<file path="config.mk">
export PLATFORM = sky130hd
export DESIGN_NAME = demux_32_bit_buffered
export DESIGN_NICKNAME = d
export VERILOG_FILES = /design/src/rtl/demux_32_bit_buffered.sv
export SDC_FILE = /design/constraint.sdc
export NUM_CORES = 1
export LEC_CHECK = 0
export CORE_ASPECT_RATIO = 2
export CORE_MARGIN = 2
export CORE_UTILIZATION = 40
export CTS_CLUSTER_DIAMETER = 80
export DETAILED_ROUTE_END_ITERATION = 10
export GPL_ROUTABILITY_DRIVEN = 0
export PLACE_DENSITY = 0.66
export SYNTH_ARGS = -nofsm -noshare
export SYNTH_HDL_FRONTEND = slang
export SYNTH_SLANG_ARGS = --single-unit
</file>
<file path="constraint.sdc">
create_clock -name clk -period 3.51 [get_ports clk]
set_input_delay 0.5265 -clock clk [delete_from_list [all_inputs] [get_ports clk]]
set_output_delay 0.5265 -clock clk [all_outputs]
set_load 0.01 [all_outputs]
</file>
<file path="src/rtl/demux_32_bit_buffered.sv">
// demux_32_bit_buffered: steers a 32-bit word stream into one of two
// independent FIFO channels. Each channel keeps its own count of accepted words.

// One output channel: circular buffer with occupancy tracking and an
// accepted-word counter.
module demux_32_bit_buffered_chan #(
  parameter int unsigned DEPTH = 2,
  parameter int unsigned CNT_W = 8
) (
  input  logic             clk,
  input  logic             rst,
  input  logic             push,
  input  logic [31:0]      wdata,
  input  logic             pop_req,
  output logic             full,
  output logic             head_valid,
  output logic [31:0]      head,
  output logic [CNT_W-1:0] cnt
);

  localparam int unsigned AW = $clog2(DEPTH);
  localparam int unsigned OW = AW + 1;

  logic [31:0]   mem [DEPTH];
  logic [AW-1:0] wptr;
  logic [AW-1:0] rptr;
  logic [OW-1:0] occ;
  logic          wr;
  logic          rd;

  // Push is dropped when full; pop only acts on a valid head.
  assign full       = (occ == OW'(DEPTH));
  assign head_valid = (occ != '0);
  assign wr         = push & ~full;
  assign rd         = pop_req & head_valid;

  // Head word is forced to zero while the channel is empty.
  assign head = head_valid ? mem[rptr] : 32'h0;

  // Pointers, occupancy and accepted-word counter; pointers wrap modulo DEPTH.
  always_ff @(posedge clk or posedge rst) begin
    if (rst) begin
      wptr <= '0;
      rptr <= '0;
      occ  <= '0;
      cnt  <= '0;
    end else begin
      if (wr) begin
        wptr <= wptr + AW'(1);
        cnt  <= cnt + CNT_W'(1);
      end
      if (rd) begin
        rptr <= rptr + AW'(1);
      end
      case ({wr, rd})
        2'b10:   occ <= occ + OW'(1);
        2'b01:   occ <= occ - OW'(1);
        default: occ <= occ;
      endcase
    end
  end

  // Storage array; contents are don't-care until occupancy covers them.
  always_ff @(posedge clk) begin
    if (wr) begin
      mem[wptr] <= wdata;
    end
  end

endmodule

// Top level: select-driven steering into two buffered channels.
module demux_32_bit_buffered #(
  parameter int unsigned DEPTH = 2,
  parameter int unsigned CNT_W = 8
) (
  input  logic             clk,
  input  logic             rst,
  input  logic [31:0]      in_data,
  input  logic             in_valid,
  input  logic             select,
  output logic             in_ready,
  output logic [31:0]      out_0,
  output logic             out_0_valid,
  input  logic             out_0_ready,
  output logic [31:0]      out_1,
  output logic             out_1_valid,
  input  logic             out_1_ready,
  output logic [CNT_W-1:0] cnt_0,
  output logic [CNT_W-1:0] cnt_1
);

  logic full_0;
  logic full_1;
  logic push_0;
  logic push_1;

  // Ready depends only on select and the targeted channel's occupancy.
  assign in_ready = select ? ~full_1 : ~full_0;
  assign push_0   = in_valid & in_ready & ~select;
  assign push_1   = in_valid & in_ready & select;

  demux_32_bit_buffered_chan #(
    .DEPTH (DEPTH),
    .CNT_W (CNT_W)
  ) u_chan_0 (
    .clk        (clk),
    .rst        (rst),
    .push       (push_0),
    .wdata      (in_data),
    .pop_req    (out_0_ready),
    .full       (full_0),
    .head_valid (out_0_valid),
    .head       (out_0),
    .cnt        (cnt_0)
  );

  demux_32_bit_buffered_chan #(
    .DEPTH (DEPTH),
    .CNT_W (CNT_W)
  ) u_chan_1 (
    .clk        (clk),
    .rst        (rst),
    .push       (push_1),
    .wdata      (in_data),
    .pop_req    (out_1_ready),
    .full       (full_1),
    .head_valid (out_1_valid),
    .head       (out_1),
    .cnt        (cnt_1)
  );

endmodule

</file>
* Yosys cells after proc, flatten, opt, wreduce, memory -nomap -nowiden *
Memories as Yosys holds them, arrays and structs flattened.
Cells that the tools add are included.

word-level totals
  bits in registers = 24
  memories kept = 2
  input port bits = 38
  bits in read-only memories = 0
  bits in writable memories = 128
  latch bits = 0
  output and inout bits = 83

cells by class
  $mul = 0
  divide/modulo/power cells = 0
  eq/ne operators = 6
  shifts and indexed selects = 0
  add/sub/neg operators = 10
  bitwise operators = 10
  reduce and logical (&&, ||, !) cells = 4
  mux-type cells = 9
  magnitude comparators = 0

memory list
  name          words  bits a word  rd ports  clocked after Yosys merged registers in  write ports  line  text
  u_chan_0.mem  2      32           1         0                                        1            24    logic [31:0] mem [DEPTH];
  u_chan_1.mem  2      32           1         0                                        1            24

operators by type and width
  cell                                                                    number
  32-bit 2-to-1 mux                                                       2
  8-bit by 1-bit adder with 8-bit output (second input constant)          2
  2-bit equality test (second input constant)                             4
  2-bit one-hot mux with 2 select lines                                   2
  2-bit nonzero test                                                      4
  1-bit bitwise AND                                                       7
  1-bit 2-to-1 mux                                                        5
  1-bit adder (second input constant)                                     4
  2-bit by 1-bit adder with 2-bit output (second input constant)          2
  2-bit by 1-bit equality test with 1-bit output (second input constant)  2
  2-bit by 1-bit subtractor with 2-bit output (second input constant)     2
  1-bit inverter                                                          3

* Longest topological paths before layout *
  depth after elaboration = 8
  depth in mapped cells = 7
  gate-level depth less buffers = 7

* Cells and area by module *
From an unflattened synthesis, not the netlist that was laid out.

unflattened totals
  cell total of the unflattened synthesis = 373
  area total of the unflattened synthesis = 6,007.0 µm²

by module, submodules not included
  module                      sequential area each (µm²)  cells an instance  area an instance (µm²)  instances
  demux_32_bit_buffered_chan  2,222.1                     185                2,990.4                 2
  demux_32_bit_buffered       0.0                         3                  26.3                    1

* Least setup slack after synthesis *
OpenSTA, ideal clock, no wires.

  path type = input port to flip-flop
  start point = input in_valid
  end point = memory u_chan_0.mem[0][0], enable pin
  stages = 4
  setup slack = 0.779 ns
  data arrival time = 2.310 ns
  setup time = 0.421 ns
  cells stage by stage = inv_1 -> nor3b_4 -> inv_2 -> nor2_1

on the way
  word-level cells in the longest chain between the ends = 5

RTL lines
  what                                    line  text
  from (decl)                             80    input logic in_valid,
  1-bit bitwise AND (2 in series)         100   assign push_0 = in_valid & in_ready & ~select;
  1-bit bitwise AND                       34    assign wr = push & ~full;
  1-bit 2-to-1 mux                        65    if (wr) begin
  1-bit 2-to-1 mux (not written as such)  66    mem[wptr] <= wdata;
  to (decl)                               24

No other way between the ends.

* Worst setup path after layout *
  start point = register u_chan_1.rptr
  end point = output out_1[26]

on the way
  word-level cells in the longest chain between the ends = 2

RTL lines
  what                    line  text
  from (decl)             26    logic [AW-1:0] rptr;
  from (signal assigned)  53    rptr <= rptr + AW'(1);
  memory read 2 x 32 bit  n/a
  32-bit 2-to-1 mux       38    assign head = head_valid ? mem[rptr] : 32'h0;
  to (decl)               86    output logic [31:0] out_1,

No other way between the ends.

==> results.sh <==
export IMPL_rsz0062_at_grt="false"
export IMPL_place_hpwl_mm=8.86
export IMPL_fillers=1196
export IMPL_num_antenna_cells=0
export IMPL_cts_sinks=152
export IMPL_hold_buffers=0
export IMPL_syn_area_sq_mm=0.00592
export IMPL_use_met1=0.157
export IMPL_synth_edf_count=128
export IMPL_floorplan_initialDensity=0.410
export IMPL_cap_violations=0
export IMPL_hold_path_class="reg2reg"
export IMPL_fp_dieArea_sq_mm=0.0158
export IMPL_firstDrtPassIters=6
export IMPL_syn_num_nets=409
export IMPL_path_clk_slew_ns=0.06
export IMPL_portBuffers=120
export IMPL_hold_viol=0
export IMPL_grt_max_degree=34
export IMPL_r2r_start="u_chan_0.occ[0]"
export IMPL_tns_ns=0
export IMPL_cts_tree="yes"
export IMPL_met2_usage=0.316
export IMPL_drc_errors=0
export IMPL_antenna_left=0
export IMPL_cts_buffers=17
export IMPL_fin_skew_ns=0.00604
export IMPL_synth_cell_types=26
export IMPL_die_w_microns=90.0
export IMPL_routedWlPerCell_microns=17.7
export IMPL_synth_avg_cell_area_sq_um=16.1
export IMPL_maxSlewHeadroom=0.397
export IMPL_setup_viol=0
export IMPL_final_common_cell="edfxtp_1"
export IMPL_finalPower_uw=6740
export IMPL_post_route_period_util=0.847
export IMPL_final_cell_mix="edfxtp_1 (128), clkdlybuf4s50_1 (120), nor2_1 (68), mux2i_1 (64), dfrtp_1 (22)"
export IMPL_grt_overflow_total=0
export IMPL_cp_arrival_ns=2.45
export IMPL_critPathLaunchType="flip-flop"
export IMPL_power_density_mw_per_mm2=849
export IMPL_dominantRegCellSynth="edfxtp_1"
export IMPL_status="finished clean"
export IMPL_antenna_found_initial=0
export IMPL_pin_count=121
export IMPL_area_growth_pct=34.2
export IMPL_core_area_sq_mm=0.0144
export IMPL_track_usage=0.161
export IMPL_drive_above_1_share=0.108
export IMPL_grt_busiest_layer="met2"
export IMPL_post_cts_buffers=0
export IMPL_synthCells=367
export IMPL_clock_latency_ns=0.41
export IMPL_wirelength_mm=12.4
export IMPL_worstSetupPathType="reg2out"
export IMPL_worst_pin_slew_ns=0.904
export IMPL_vias=3369
export IMPL_max_vdd_ir_drop_v=0.000614
export IMPL_crit_required_ns=2.98
export IMPL_die_h_microns=176
export IMPL_hold_start="u_chan_1.cnt[7]"
export IMPL_dr_first_iter_drc_count=145
export IMPL_htree_num_levels=4
export IMPL_cts_root_buffer_cell="clkbuf_16"
export IMPL_cp_end_kind="output port"
export IMPL_post_route_min_period_ns=2.97
export IMPL_leakagePower_uw=0.00295
export IMPL_ys_seq_area_frac=0.751
export IMPL_grt_pass1_wl_mm=19.1
export IMPL_drv_slew=0
export IMPL_grt_pass1_vias=3637
export IMPL_cp_max_fo=27
export IMPL_row_count=62
export IMPL_fin_nets=540
export IMPL_cp_startpoint="u_chan_1.rptr"
export IMPL_async_flop_share=0.158
export IMPL_fmax_ghz=0.336
export IMPL_viasPerCell=4.79
export IMPL_yosys_warnings=0
export IMPL_clockBufferDepth=2
export IMPL_synth_seq_cells=152
export IMPL_grt_use_met3=0.0388
export IMPL_postCtsResizedCells=0
layout make-up:
cell class	instances	area, sq um	share of cell area
Multi-Input combinational cell	195	1420	0.179
Timing Repair Buffer	126	1250	0.157
Inverter	6	22.5	0.00284
Clock inverter	15	140	0.0176
Tap cell	192	240	0.0303
Sequential cell	152	4450	0.560
Clock buffer	17	425	0.0536
report_power, final:
group	internal (uW)	total, uW	switching, uW
combinational	1290	2420	1140
clock	991	1720	732
sequential	2280	2590	306
total	4560	6740	2170
critical path, cell delays in order, from the launching register on:
cell             delay (ns)
dfrtp_2                0.91
buf_4                  0.31
mux2i_1                0.23
nor2_1                 0.06
clkdlybuf4s50_1        0.51
logic make-up after synthesis:
| logic type | count (synthesis) | synth area share |
|---|---|---|
| muxes | 65 | 0.110 |
| and+or+nand+nor | 101 | 0.0793 |
| DFF | 152 | 0.751 |
| buffers and inverters | 20 | 0.0144 |
| adders and majority gates | 4 | 0.00846 |
| AOI/OAI and AO/OA | 1 | 0.000845 |
| xor gates and xnor gates | 24 | 0.0355 |
per-stage QoR:
step           area [sq um]  std cells  hold slack, ns  utilization  setup WS, ns
2_1_floorplan          5920        367           0.456            -         0.779
3_3_place_gp           7370        671           0.464        0.511         0.858
3_5_place_dp           7370        671           0.465        0.511         0.812
4_1_cts                7940        703           0.477        0.550         0.489
5_1_grt                7940        703           0.505        0.550         0.428
6_report               7940        703           0.476        0.550         0.537
registers in the layout, indices dropped and copies added (netlist names):
signal         count
u_chan_0.cnt       8
u_chan_0.mem      64
u_chan_0.occ       2
u_chan_0.rptr      1
u_chan_0.wptr      1
u_chan_1.cnt       8
u_chan_1.mem      64
u_chan_1.occ       2
u_chan_1.rptr      1
u_chan_1.wptr      1
path summary, 6_finish.rpt:
kind / to / slack, ns / depth (start not counted)
max: out_1[26] / 0.54 / 4
min: u_chan_1.cnt[7] / 0.48 / 1
max reg2reg: u_chan_0.mem[0][23] / 1.29 / 5
min reg2reg: u_chan_1.cnt[7] / 0.48 / 1
max in group asynchronous: u_chan_0.rptr / 2.28 / 2
min in group asynchronous: u_chan_1.cnt[7] / 0.62 / 2
metal layers:
metal	vias up	wire length [microns]
met3	27	407
met4	0	374
met1	1666	4440
met5	-	0
met2	94	7200
li1	1582	-
cell usage after synthesis (3+ instances only):
| cell | instances | share of area |
|---|---|---|
| and2_1 | 4 | 0.0042 |
| buf_2 | 8 | 0.0068 |
| clkbuf_1 | 6 | 0.0038 |
| dfrtp_1 | 24 | 0.10 |
| edfxtp_1 | 128 | 0.65 |
| ha_1 | 4 | 0.0085 |
| inv_1 | 3 | 0.0019 |
| inv_2 | 3 | 0.0019 |
| mux2i_1 | 64 | 0.11 |
| nand2_1 | 7 | 0.0044 |
| nand3_1 | 6 | 0.0051 |
| nand4_1 | 3 | 0.0032 |
| nor2_1 | 72 | 0.046 |
| xnor2_1 | 17 | 0.025 |
| xor2_1 | 7 | 0.010 |
Note: power is estimated with default switching activity, not from simulation.
